==> src/rtl/alu_32_if.sv <==
// Operand/opcode and result/flag bundle for the execute-stage ALU.
// The master drives operands; the slave (the ALU) drives the registered results.
interface alu_32_if;
  logic [31:0] A;
  logic [31:0] B;
  logic [2:0]  ALUControl;
  logic [31:0] Result;
  logic        Zero;
  logic        Overflow;

  modport master (output A, B, ALUControl, input  Result, Zero, Overflow);
  modport slave  (input  A, B, ALUControl, output Result, Zero, Overflow);
endinterface

==> src/rtl/alu_32.sv <==
// 32-bit registered ALU: one op per cycle, outputs valid one edge after sampling.
// ADD/SUB/SLT/SLTU share a single adder; SUB is formed as A + ~B + 1.
module alu_32 (
  input  logic     clk,
  input  logic     rst,
  alu_32_if.slave  bus
);
  typedef enum logic [2:0] {
    OP_ADD  = 3'b000,
    OP_SUB  = 3'b001,
    OP_AND  = 3'b010,
    OP_OR   = 3'b011,
    OP_XOR  = 3'b100,
    OP_SLT  = 3'b101,
    OP_NOR  = 3'b110,
    OP_SLTU = 3'b111
  } alu_op_e;

  alu_op_e     op;
  logic        sub_sel;
  logic [31:0] b_opnd;
  logic [31:0] sum;
  logic        carry;
  logic        ovf_add;
  logic        ovf_sub;
  logic        slt_less;
  logic        sltu_less;

  logic [31:0] result_d, result_q;
  logic        zero_d,   zero_q;
  logic        ovf_d,    ovf_q;

  assign op = alu_op_e'(bus.ALUControl);

  // Everything except ADD needs the difference (SLT/SLTU compare through it).
  always_comb begin
    sub_sel      = (op != OP_ADD);
    b_opnd       = sub_sel ? ~bus.B : bus.B;
    {carry, sum} = {1'b0, bus.A} + {1'b0, b_opnd} + {32'd0, sub_sel};
    ovf_add      = (bus.A[31] == bus.B[31]) && (sum[31] != bus.A[31]);
    ovf_sub      = (bus.A[31] != bus.B[31]) && (sum[31] != bus.A[31]);
    // Sign of the difference is wrong exactly when it overflowed.
    slt_less     = sum[31] ^ ovf_sub;
    // No carry out of A + ~B + 1 means a borrow, i.e. A < B unsigned.
    sltu_less    = ~carry;
  end

  always_comb begin
    result_d = 32'd0;
    ovf_d    = 1'b0;
    unique case (op)
      OP_ADD:  begin result_d = sum; ovf_d = ovf_add; end
      OP_SUB:  begin result_d = sum; ovf_d = ovf_sub; end
      OP_AND:  result_d = bus.A & bus.B;
      OP_OR:   result_d = bus.A | bus.B;
      OP_XOR:  result_d = bus.A ^ bus.B;
      OP_SLT:  result_d = {31'd0, slt_less};
      OP_NOR:  result_d = ~(bus.A | bus.B);
      OP_SLTU: result_d = {31'd0, sltu_less};
      default: result_d = 32'd0;
    endcase
    zero_d = (result_d == 32'd0);
  end

  always_ff @(posedge clk) begin
    if (rst) begin
      result_q <= 32'd0;
      zero_q   <= 1'b1;
      ovf_q    <= 1'b0;
    end else begin
      result_q <= result_d;
      zero_q   <= zero_d;
      ovf_q    <= ovf_d;
    end
  end

  assign bus.Result   = result_q;
  assign bus.Zero     = zero_q;
  assign bus.Overflow = ovf_q;
endmodule

==> src/flat_wrapper.sv <==
// flat-port wrapper written by rule: the top's interface ports become plain ports
module alu_32_flat 
  (clk, rst, bus_A, bus_B, bus_ALUControl, bus_Result, bus_Zero, bus_Overflow);
  alu_32_if bus_i ();
  input  logic clk;
  input  logic rst;
  input wire logic [$bits(bus_i.A)-1:0] bus_A;
  input wire logic [$bits(bus_i.B)-1:0] bus_B;
  input wire logic [$bits(bus_i.ALUControl)-1:0] bus_ALUControl;
  output wire logic [$bits(bus_i.Result)-1:0] bus_Result;
  output wire logic [$bits(bus_i.Zero)-1:0] bus_Zero;
  output wire logic [$bits(bus_i.Overflow)-1:0] bus_Overflow;
  assign bus_i.A = bus_A;
  assign bus_i.B = bus_B;
  assign bus_i.ALUControl = bus_ALUControl;
  assign bus_Result = bus_i.Result;
  assign bus_Zero = bus_i.Zero;
  assign bus_Overflow = bus_i.Overflow;
  alu_32 u_core (.clk(clk), .rst(rst), .bus(bus_i));
endmodule
==> config.mk <==
export PLATFORM = sky130hd
export DESIGN_NAME = alu_32_flat
export DESIGN_NICKNAME = d
export VERILOG_FILES = /design/src/rtl/alu_32_if.sv /design/src/rtl/alu_32.sv /design/src/flat_wrapper.sv
export SDC_FILE = /design/constraint.sdc
export NUM_CORES = 1
export LEC_CHECK = 0
export CAP_MARGIN = 25
export CORE_MARGIN = 2
export CORE_UTILIZATION = 30
export DETAILED_ROUTE_END_ITERATION = 7
export PLACE_DENSITY = 0.52
export SLEW_MARGIN = 20
export SYNTH_ARGS = -nofsm -noshare
export SYNTH_HDL_FRONTEND = slang
export SYNTH_SLANG_ARGS = --single-unit
==> constraint.sdc <==
create_clock -name clk -period 7.08 [get_ports clk]
set_input_delay 0.708 -clock clk [delete_from_list [all_inputs] [get_ports clk]]
set_output_delay 0.708 -clock clk [all_outputs]
set_load 0.005 [all_outputs]
Word-level counts from Yosys, hierarchy flattened
Cells that the tools add are included.
{ "totals": {"ff_bits": 34, "elab_cells": 31} }
{ "classes": {"addsub": 2, "n_eq_ne": 10, "mux": 3, "bitwise_logic": 7, "n_reduce_logical": 6} }
{ "ops": {"columns": ["cell", "count"], "rows": [
  ["32-bit one-hot mux with 7 select lines", 1],
  ["32-bit inverter", 2],
  ["32-bit by 32-bit adder with 33-bit output", 1],
  ["33-bit by 1-bit adder with 33-bit output", 1],
  ["32-bit AND", 1],
  ["32-bit zero test", 1],
  ["32-bit two-way mux", 1],
  ["32-bit bitwise OR", 1],
  ["32-bit XOR", 1],
  ["3-bit == test, second input constant", 4],
  ["3-bit by 2-bit == test with 1-bit output, second input constant", 2],
  ["3-bit by 1-bit == test with 1-bit output, second input constant", 1],
  ["3-bit zero test", 1],
  ["3-bit nonzero test", 1],
  ["1-bit logical AND", 2],
  ["1-bit inequality test", 2],
  ["1-bit one-hot mux with 2 select lines", 1],
  ["2-bit OR reduction", 1],
  ["1-bit == test", 1],
  ["1-bit inverter", 1],
  ["1-bit XOR", 1]
]} }

Longest topological paths before layout
{ "logic_depth": {"depth_word": 9, "mapped_depth": 20} }

Worst setup path after synthesis
No wires, ideal clock.
{ "synth_path": {"path_type": "input -> register", "from": "input bus_ALUControl[1]", "to": "register u_core.zero_q (netlist: u_core.bus.Zero)", "t_arrival_ps": 5026, "required_time_ps": 6984, "slack_ps": 1958, "path_stages": 19, "n_path_buf": 6, "cell_sequence": "buf_2 > buf_1 > buf_2 > buf_1 > buf_1 > nor2_1 > buf_1 > xnor2_1 > ha_1 > nand2b_2 > a211oi_4 > o2111ai_2 > and4_1 > or2_2 > o41ai_1 > xor2_1 > a21oi_1 > nand4_1 > o41ai_2"} }
{ "synth_between": {"elab_chain_len": 9, "elab_cells_between_ends": 19, "cone_classes": "add/sub: 2; eq/ne: 8; mux: 2; bitwise: 2; reduce/logical: 5"} }
{ "synth_lines": {"columns": ["element", "line_no", "text"], "rows": [
  ["start, declared", "flat_wrapper.sv:9", "input wire logic [$bits(bus_i.ALUControl)-1:0] bus_ALUControl;"],
  ["3-bit nonzero test", "alu_32.sv:37", "sub_sel = (op != OP_ADD);"],
  ["32-bit two-way mux", "alu_32.sv:38", "b_opnd = sub_sel ? ~bus.B : bus.B;"],
  ["32-bit by 32-bit adder with 33-bit output", "alu_32.sv:39", "{carry, sum} = {1'b0, bus.A} + {1'b0, b_opnd} + {32'd0, sub_sel};"],
  ["33-bit by 1-bit adder with 33-bit output", "alu_32.sv:39", null],
  ["1-bit inequality test", "alu_32.sv:41", "ovf_sub = (bus.A[31] != bus.B[31]) && (sum[31] != bus.A[31]);"],
  ["1-bit logical AND", "alu_32.sv:41", null],
  ["1-bit XOR", "alu_32.sv:43", "slt_less = sum[31] ^ ovf_sub;"],
  ["32-bit one-hot mux with 7 select lines *", "alu_32.sv:51", "unique case (op)"],
  ["32-bit zero test *", "alu_32.sv:62", "zero_d = (result_d == 32'd0);"],
  ["end signal, assigned", "alu_32.sv:72", "zero_q <= zero_d;"],
  ["end, declared", "alu_32.sv:30", "logic zero_d, zero_q;"]
]} }
Every way passes the cells marked *; elsewhere a longest branch is shown, timed or not.
A chain may end at the register's enable or synchronous reset.

Worst setup path in the final report
{ "layout_path": {"from": "input bus_ALUControl[0]", "to": "register u_core.zero_q (netlist: u_core.bus.Zero)"} }
The elaborated chain is that of the path after synthesis.

==> impl_metrics.ini <==
[synthesis]
ys_ff_latch = 34
netlist_top_cells_count = ha_1 (95), inv_1 (72), a21oi_1 (57), nor2_1 (49), xnor2_1 (39)
synth_top_family_by_area = compound AO/OA/AOI/OAI gates
synth_compound_area_share_pct = 27.5
syn_area_um2 = 5450
synthXorXnorAreaFrac_pct = 7.71
avgSynthCellArea_um2 = 7.68
async_reset_ff_share_pct = 0
synth-edff-count = 0
ys_seq_area_share_pct = 12.5
yosysUniqueCellTypes = 78
yosys.area.top_type_share_pct = 21.8
synth_ff_type = dfxtp_1
synthCells = 710
synth_fa_ha_area_share_pct = 22.2
yosys.area.top_type = ha_1
synthSimpleGateAreaFrac_pct = 17.5
synth_nets = 875
netlist_top_cells_area = ha_1 (22%), dfxtp_1 (12%), xnor2_1 (6.3%)
synth.area.mux_share_pct = 4.45
synth_most_common_cell = ha_1
ys.warnings.count = 0

[sta]
fmax_ghz = 0.193
hold_viol_final = 0
final-max-slew-violation-count = 0
tns_ns = 0
rsz0062_at_grt = false
maxSlewHeadroom_pct = 42.0
worst_pin_slew_ns = 0.867
setup_viol = 0
fin_ws_ns = 1.91
fin_crit_sh_pct = 73.0
period_needed_ns = 5.17

[global_route]
grt_pass1_vias = 5144
grt_first_pass_wirelength_mm = 28.4
track_usage_pct = 18.0
antenna_found_initial = 0
grt_max_degree = 43
overflow = 0

[clock_tree]
cts_hold_buf = 0
cts.sinks = 34
ctsHtreeMaxLevel = 2
cts-root-buf = clkbuf_16
post_cts_buffers = 0
cts_tree = yes
cts_resized = 0
numCtsBuffers = 5
cts.path.max_buffers = 2
clk_pin_slew_ns = 0.06

[critical_path]
critPathTopFamily = compound AO/OA/AOI/OAI gates
critPathMaxStageDelay_ns = 0.50
cp_cell_sequence = clkdlybuf4s50_1 -> or2_2 -> nor2_4 -> buf_4 -> xnor2_1 -> ha_1 -> nand2_1 -> a211oi_4 -> o2111ai_2 -> and4_1 -> or2_2 -> o41ai_1 -> xor2_1 -> a21oi_1 -> nand4_1 -> o41ai_2
path_class = in -> reg
slowest_stage = o41ai_1
critPathLaunchType = primary input
critPathCaptureType = flip-flop
worst-path-buf-inv = 2
worstPathRequired_ns = 7.28
crit_arrival_ns = 5.37
cpMostUsedCell = or2_2
cp_max_fo = 30

[power]
power_density_nw_per_um2 = 152
p_leak_nw = 2.92
vdd.ir_drop.worst_v = 0.0000916

[routing]
wire_per_inst_um = 17.4
drc = 0
vias = 5449
antenna_left = 0
wirelength_mm = 17.7
firstDrtPassIters = 6
drtIter0Drc = 402
vias_per_cell = 5.35

[place]
port_buffers = 102
dp_hpwl_mm = 13.9
gp_congestion = 0.917
place_ws_ns = 1.67

[final_layout]
fillers = 1872
drive_gt1_share_pct = 8.37
area_growth_pct = 25.4
n_antenna_cell = 0
layout.nets = 953

[run_status]
status = finished, final reports clean

[run]
max_cap_viol_count = 0

[floorplanning]
rows = 49
core_um2 = 17900
io-pin-count = 103
die_area_um2 = 19300
initial_core_util_pct = 30.5
die_y_um = 139
die_w_um = 139

[min_path]
hold_path_class = in -> reg
[per-layer routing]
layer / GRT usage [%] / routed length [um] / vias to the layer above
li1: - / - / 2739
met1: 26.7 / 8950 / 2536
met2: 28.9 / 7830 / 160
met3: 1.31 / 776 / 14
met4: 3.14 / 168 / 0
met5: 0 / 0 / -
[where the power goes]
| group | internal, mW | switching, mW |
|---|---|---|
| clock network | 0.203 | 0.0951 |
| registers | 0.210 | 0.00500 |
| logic | 0.231 | 0.295 |
| total | 0.643 | 0.396 |
[cell type report]
type	count	area, um2	area share (%)
inverter	74	278	4.06
clock inverter	3	68.8	1.01
clock buffer	5	125	1.83
sequential	34	681	9.95
multi-input combinational	564	4340	63.4
tap	229	287	4.19
timing repair buffer	109	1060	15.6
[cells by family (layout without fill, tap and decap cells)]
logic type,Yosys count,count (layout)
compound gates,215,215
simple gates,183,183
buf+inv,112,191
fa+ha+maj,96,96
xor+xnor,48,48
flops,34,34
mux,22,22
[final timing paths]
path,startpoint,to,depth (start not counted)
hold / removal,bus_ALUControl[1],u_core.bus.Result[13]$_SDFF_PP0_,3
setup / recovery,bus_ALUControl[0],u_core.bus.Zero$_SDFF_PP1_,16
[metrics by stage]
step           instance area [um2]  utilization, %  hold WS [ns]  std cells  total power [mW]
6_report                      6840            38.2          1.22       1018              1.04
3_5_place_dp                  6650            37.1          1.41       1010             0.740
2_1_floorplan                 5450               -         0.785        710             0.558
4_1_cts                       6840            38.2          1.22       1018              1.04
3_3_place_gp                  6650            37.1          1.41       1010             0.743
5_1_grt                       6840            38.2          1.26       1018              1.11
[tightest hold or removal path, delay by kind of cell]
kind,cells,cell delay (ns)
compound gates,1,0.24
simple gates,1,0.05
buf+inv,1,0.46
[placed cells by master (no fill, tap or decap), types with 9 or more instances in the layout]
cell type,netlist,routed
a21o_1,11,11
a21oi_1,57,57
a22oi_1,14,14
and2_1,13,13
clkdlybuf4s50_1,0,100
dfxtp_1,34,34
ha_1,95,95
inv_1,72,72
mux2_2,18,18
nand2_1,36,36
nand3_1,11,11
nand4_1,11,11
nor2_1,49,48
nor3_1,14,14
o21ai_0,22,22
o22ai_1,35,35
or3_1,9,9
xnor2_1,39,39
xor2_1,9,9
[sequential cells by signal, summed over array words and instances, names as in the netlist]
register	flops
u_core.bus.Zero	1
u_core.bus.Overflow	1
u_core.bus.Result	32
Power figures use the tool's default switching activity.
